==> config.mk <==
export PLATFORM = sky130hd
export DESIGN_NAME = wash_supervisor
export DESIGN_NICKNAME = d
export VERILOG_FILES = /design/src/rtl/wash_pkg.sv /design/src/rtl/wash_act_decode.sv /design/src/rtl/wash_supervisor.sv
export SDC_FILE = /design/constraint.sdc
export NUM_CORES = 1
export LEC_CHECK = 0
export ABC_AREA = 0
export CAP_MARGIN = 20
export CORE_UTILIZATION = 44
export DETAILED_ROUTE_END_ITERATION = 10
export GPL_TIMING_DRIVEN = 0
export PLACE_DENSITY = 0.74
export SETUP_SLACK_MARGIN = 0.05
export SYNTH_ARGS = -nofsm -noshare
export SYNTH_HDL_FRONTEND = slang
export SYNTH_SLANG_ARGS = --single-unit
==> constraint.sdc <==
create_clock -name clk -period 1.9 [get_ports clk]
set_input_delay 0.285 -clock clk [delete_from_list [all_inputs] [get_ports clk]]
set_output_delay 0.285 -clock clk [all_outputs]
set_load 0.02 [all_outputs]
==> src/rtl/wash_pkg.sv <==
// Shared definitions for the wash supervisor: mode codes, fault codes,
// tracker states, default phase lengths and the actuator bundle.
package wash_pkg;

  localparam logic [2:0] MODE_STBY  = 3'd0;
  localparam logic [2:0] MODE_FILL  = 3'd1;
  localparam logic [2:0] MODE_RINSE = 3'd2;
  localparam logic [2:0] MODE_WASH  = 3'd3;
  localparam logic [2:0] MODE_SPIN  = 3'd4;

  localparam logic [1:0] ERR_NONE  = 2'b00;
  localparam logic [1:0] ERR_CODE  = 2'b01;
  localparam logic [1:0] ERR_TRANS = 2'b10;
  localparam logic [1:0] ERR_DUR   = 2'b11;

  localparam int DEF_FILL_LEN  = 4;
  localparam int DEF_RINSE_LEN = 6;
  localparam int DEF_WASH_LEN  = 11;
  localparam int DEF_SPIN_LEN  = 9;

  typedef enum logic [1:0] {
    ST_IDLE,
    ST_RUN,
    ST_FAULT
  } trk_state_e;

  typedef struct packed {
    logic valve;
    logic drain;
    logic slow;
    logic fast;
  } act_t;

endpackage

==> src/rtl/wash_act_decode.sv <==
// Combinational phase-code to actuator decode; illegal codes and standby
// leave every actuator off.
module wash_act_decode
  import wash_pkg::*;
(
  input  logic [2:0] mode_i,
  output act_t       act_o
);

  always_comb begin
    act_o = '0;
    case (mode_i)
      MODE_FILL:  act_o.valve = 1'b1;
      MODE_RINSE: begin
        act_o.valve = 1'b1;
        act_o.slow  = 1'b1;
      end
      MODE_WASH:  act_o.slow  = 1'b1;
      MODE_SPIN:  begin
        act_o.drain = 1'b1;
        act_o.fast  = 1'b1;
      end
      default:    act_o = '0;
    endcase
  end

endmodule

==> src/rtl/wash_supervisor.sv <==
// Wash-cycle supervisor: registered actuator drive plus a sequence tracker
// that faults on illegal codes/transitions. Define WASH_SUP_DURATION_CHK_EN
// to also enforce exact phase durations.
module wash_supervisor
  import wash_pkg::*;
#(
  parameter int FILL_LEN  = DEF_FILL_LEN,
  parameter int RINSE_LEN = DEF_RINSE_LEN,
  parameter int WASH_LEN  = DEF_WASH_LEN,
  parameter int SPIN_LEN  = DEF_SPIN_LEN
) (
  input  logic       clk,
  input  logic       rst,
  input  logic [2:0] mode,
  output logic       valve_on,
  output logic       drain_on,
  output logic       motor_slow,
  output logic       motor_fast,
  output logic       busy,
  output logic       done,
  output logic       abort,
  output logic       err,
  output logic [1:0] err_code,
  output logic [7:0] cycles
);

  logic [2:0] mode_q;
  logic [3:0] cnt_q;
  trk_state_e state_q;

  act_t       act_d;
  logic       same_d, step_d, fault_d, done_d, abort_d;
  logic [1:0] code_d;

  wash_act_decode u_dec (
    .mode_i (mode),
    .act_o  (act_d)
  );

`ifdef WASH_SUP_DURATION_CHK_EN
  logic [4:0] held_d;
  logic [4:0] len_d;

  function automatic logic [4:0] phase_len(input logic [2:0] m);
    case (m)
      MODE_FILL:  return 5'(FILL_LEN);
      MODE_RINSE: return 5'(RINSE_LEN);
      MODE_WASH:  return 5'(WASH_LEN);
      MODE_SPIN:  return 5'(SPIN_LEN);
      default:    return 5'd0;
    endcase
  endfunction

  // cnt_q clears on entry, so cycles spent in the previous phase is cnt_q+1
  assign held_d = {1'b0, cnt_q} + 5'd1;
  assign len_d  = phase_len(mode_q);
`endif

  always_comb begin
    same_d  = (mode == mode_q);
    step_d  = (mode_q == MODE_STBY) ? (mode == MODE_FILL)
                                    : ((mode_q < MODE_SPIN) && (mode == mode_q + 3'd1));
    fault_d = 1'b0;
    code_d  = ERR_NONE;
    done_d  = 1'b0;
    abort_d = 1'b0;
    if (mode > MODE_SPIN) begin
      fault_d = 1'b1;
      code_d  = ERR_CODE;
    end else if (same_d) begin
`ifdef WASH_SUP_DURATION_CHK_EN
      if (len_d != 5'd0 && held_d == len_d) begin
        fault_d = 1'b1;
        code_d  = ERR_DUR;
      end
`endif
    end else if (mode == MODE_STBY) begin
      if (mode_q == MODE_SPIN) begin
        done_d = 1'b1;
`ifdef WASH_SUP_DURATION_CHK_EN
        if (held_d != len_d) begin
          done_d  = 1'b0;
          abort_d = 1'b1;
        end
`endif
      end else begin
        abort_d = 1'b1;
      end
    end else if (step_d) begin
`ifdef WASH_SUP_DURATION_CHK_EN
      if (len_d != 5'd0 && held_d != len_d) begin
        fault_d = 1'b1;
        code_d  = ERR_DUR;
      end
`endif
    end else begin
      fault_d = 1'b1;
      code_d  = ERR_TRANS;
    end
  end

  always_ff @(posedge clk) begin
    if (rst) begin
      mode_q     <= MODE_STBY;
      cnt_q      <= 4'd0;
      state_q    <= ST_IDLE;
      valve_on   <= 1'b0;
      drain_on   <= 1'b0;
      motor_slow <= 1'b0;
      motor_fast <= 1'b0;
      busy       <= 1'b0;
      done       <= 1'b0;
      abort      <= 1'b0;
      err        <= 1'b0;
      err_code   <= ERR_NONE;
      cycles     <= 8'd0;
    end else begin
      mode_q <= mode;
      cnt_q  <= !same_d ? 4'd0 : (cnt_q == 4'hF) ? 4'hF : cnt_q + 4'd1;
      if (state_q == ST_FAULT || fault_d) begin
        // Fault is terminal until reset; the first recorded code is kept
        if (state_q != ST_FAULT) begin
          err      <= 1'b1;
          err_code <= code_d;
        end
        state_q    <= ST_FAULT;
        valve_on   <= 1'b0;
        drain_on   <= 1'b0;
        motor_slow <= 1'b0;
        motor_fast <= 1'b0;
        busy       <= 1'b0;
        done       <= 1'b0;
        abort      <= 1'b0;
      end else begin
        state_q    <= (mode == MODE_STBY) ? ST_IDLE : ST_RUN;
        valve_on   <= act_d.valve;
        drain_on   <= act_d.drain;
        motor_slow <= act_d.slow;
        motor_fast <= act_d.fast;
        busy       <= (mode != MODE_STBY);
        done       <= done_d;
        abort      <= abort_d;
        if (done_d && cycles != 8'hFF)
          cycles <= cycles + 8'd1;
      end
    end
  end

endmodule

==> flow_metrics.py <==
metrics = {
    "clock_tree": {
        "cts_buffers": 3,
        "clkTransAtPathRegs_ns": 0.12,
        "cts_tree": "yes",
        "clk_latency_ns": 0.30,
        "root_buffer": "clkbuf_4",
        "htree_levels": 1,
        "clk_path_buf_depth": 2,
        "cts_sinks": 21,
    },
    "pwr": {
        "pwr-share-clk_pct": 25.3,
        "p_leak_nw": 0.4800,
        "irDropWorstVdd_uv": 428.6,
        "power.share.switching_pct": 27.27,
        "powerDensity_nw_per_um2": 589.0,
        "p_total_uw": 832.1,
        "p_sw_uw": 226.9,
        "intPower_uw": 605.1,
        "power_frac_seq_pct": 56.2,
        "power_frac_comb_pct": 18.5,
    },
    "critical_path": {
        "cp-start-kind": "register",
        "critPathArrivalTime_ns": 2.04,
        "end_kind": "register",
        "cp.required_ns": 2.14,
        "worstSetupPathType": "register to register",
        "crit_fanout": 8,
    },
    "global_route": {
        "grt_pass1_vias": 867,
        "track_usage_pct": 19.92,
        "grt_max_degree": 13,
        "antenna_found_initial": 0,
        "overflow": 0,
        "grt_pass1_wl_um": 3870,
    },
    "cells_and_area": {
        "syn_to_final_growth_pct": 36.35,
        "mostFrequentLayoutCells": "dfxtp_1, clkdlybuf4s50_1, nor2_1",
        "final_core_util_pct": 63.86,
        "drive_gt1_share_pct": 22.60,
        "fin_cells": 174,
        "num-nets-final": 155,
        "fillers": 202,
        "multiInputGateArea_um2": 623.1,
        "final_common_cell": "dfxtp_1",
        "diodes": 0,
        "final_area_um2": 1413,
        "ff_latch_area_um2": 427.9,
    },
    "logic_synthesis": {
        "synth_seq_cells": 21,
        "syn-num-nets": 126,
        "synth.distinct_cells": 33,
        "synth_area_per_cell_um2": 8.780,
        "synth_top_area_share_pct": 40.58,
        "synth_area_um2": 1036,
        "synthArstFlopShare_pct": 0,
        "synth_edf_count": 0,
        "yosys-top-cells-area": "dfxtp_1, xnor2_1, nor2_1",
        "syn_inst": 118,
        "ys.flop_type": "dfxtp_1",
        "yosysTopAreaCell": "dfxtp_1",
        "synth-seq-area-share_pct": 40.58,
        "ys_warn_count": 0,
    },
    "detailed_routing": {
        "wirelength_um": 2240,
        "detail-route-antenna-nets": 0,
        "via_count": 942,
        "dr_wl_met2_um": 1150,
        "first_pass_iters": 4,
        "viasPerCell": 5.414,
        "drc_errors": 0,
        "route.met3.wl_um": 73,
        "routed.top_layer": "met4",
        "wl_per_cell_um": 12.87,
        "drt-met1-wl_um": 985,
        "drt-initial-drc-count": 12,
    },
    "placement": {
        "gp_congestion": 0.8111,
        "dp.cells": 166,
        "hpwl_um": 1554,
        "port_buffers": 20,
        "placed_area_um2": 1284,
        "pre_cts_ws_ns": -0.6323,
    },
    "status": {
        "outcome": "complete, no violations",
    },
    "sta": {
        "holdWs_ns": 0.1847,
        "finalWorstSetupSlack_ns": 0.1036,
        "setup_viol": 0,
        "finalSetupTns_ns": 0,
        "rsz0062_at_grt": "true",
        "max_freq_ghz": 0.5567,
        "slew_violations": 0,
        "tightest_slew_ns": 0.5328,
        "hold_viol_final": 0,
        "max_slew_margin_pct": 64.11,
        "fin_crit_sh_pct": 94.55,
        "fin_skew_ns": 0.004154,
        "min_period_ns": 1.796,
    },
    "die": {
        "die_area_um2": 2553,
        "die_h_um": 50.53,
        "die_w_um": 50.53,
        "rows": 17,
        "initial_core_util_pct": 46.83,
        "io_pins": 23,
        "coreArea_um2": 2212,
    },
    "worst_hold_path": {
        "hold_path.class": "primary input to register",
    },
    "run": {
        "cap_violations": 0,
    },
}
[per-layer routing]
metal / GRT usage, % / up-vias
met5: 0 / -
li1: - / 481
met2: 33.78 / 19
met1: 24.91 / 438
met4: 8.333 / 0
met3: 3.030 / 4
[worst paths after layout]
kind | from | endpoint | slack (ns) | cells after the start
setup / recovery | mode_q[0]$_SDFF_PP0_ | cycles[7]$_SDFFE_PP0P_ | 0.10 | 7
hold / removal | mode[2] | motor_slow$_SDFF_PP0_ | 0.18 | 2
setup reg to reg | mode_q[0]$_SDFF_PP0_ | cycles[7]$_SDFFE_PP0P_ | 0.10 | 7
hold reg to reg | err_code[1]$_SDFFE_PP0P_ | err_code[1]$_SDFFE_PP0P_ | 0.48 | 1
[kinds of logic after synthesis]
kind of cell	count (synthesis)	share of synthesized area (%)
adder cells (fa/ha/maj)	3	3.624
AND/OR/NAND/NOR	51	27.29
AO/OA/AOI/OAI	21	14.37
XOR/XNOR	9	7.609
buffers and inverters	13	6.522
flip-flops	21	40.58
[synthesized netlist by cell type (3+ instances only)]
| master | number |
|---|---|
| clkbuf_1 | 5 |
| inv_1 | 5 |
| xnor2_1 | 7 |
| a21oi_1 | 5 |
| nor3b_1 | 3 |
| nand2_1 | 8 |
| nor4_1 | 6 |
| nand3_1 | 3 |
| ha_1 | 3 |
| nor2_1 | 14 |
| o21ai_0 | 4 |
| nor2b_1 | 5 |
| dfxtp_1 | 21 |
[sequential cells by signal, summed over array words and instances (netlist names)]
register    count
err_code        2
done            1
motor_fast      1
mode_q          3
motor_slow      1
busy            1
state_q         1
valve_on        1
cycles          8
err             1
abort           1
[critical path, stage by stage, from the launching register on]
cell	delay [ns]
dfxtp_4	0.39
inv_2	0.07
ha_4	0.13
nand2_1	0.06
or3_4	0.34
buf_6	0.15
or4_4	0.48
a21oi_2	0.12
[final cells by class]
type | instances | share of cell area, %
well taps | 28 | 2.480
flip-flops and latches | 21 | 30.29
multi-input cells | 84 | 44.11
clock inverters | 1 | 0.3543
clock buffers | 3 | 1.594
repair buffers | 25 | 16.47
inverters | 5 | 1.329
plain buffers | 7 | 3.366
[power by group through the flow]
stage          combinational (mW)  clock (mW)  sequential (mW)
3_5_place_dp                0.142           0            0.478
5_1_grt                     0.170       0.248            0.470
6_report                    0.154       0.211            0.468
2_1_floorplan              0.0843           0            0.490
4_1_cts                     0.147       0.226            0.469
3_3_place_gp                0.139           0            0.478
[what timing repair did]
item	in CTS	in global routing
setup endpoints to repair	11	8
pin swaps	3	2
buffers inserted	3	1
resized for setup	11	10
cloned	1	0
hold buffers	0	0
No activity file was read; power rests on OpenSTA's default activity.
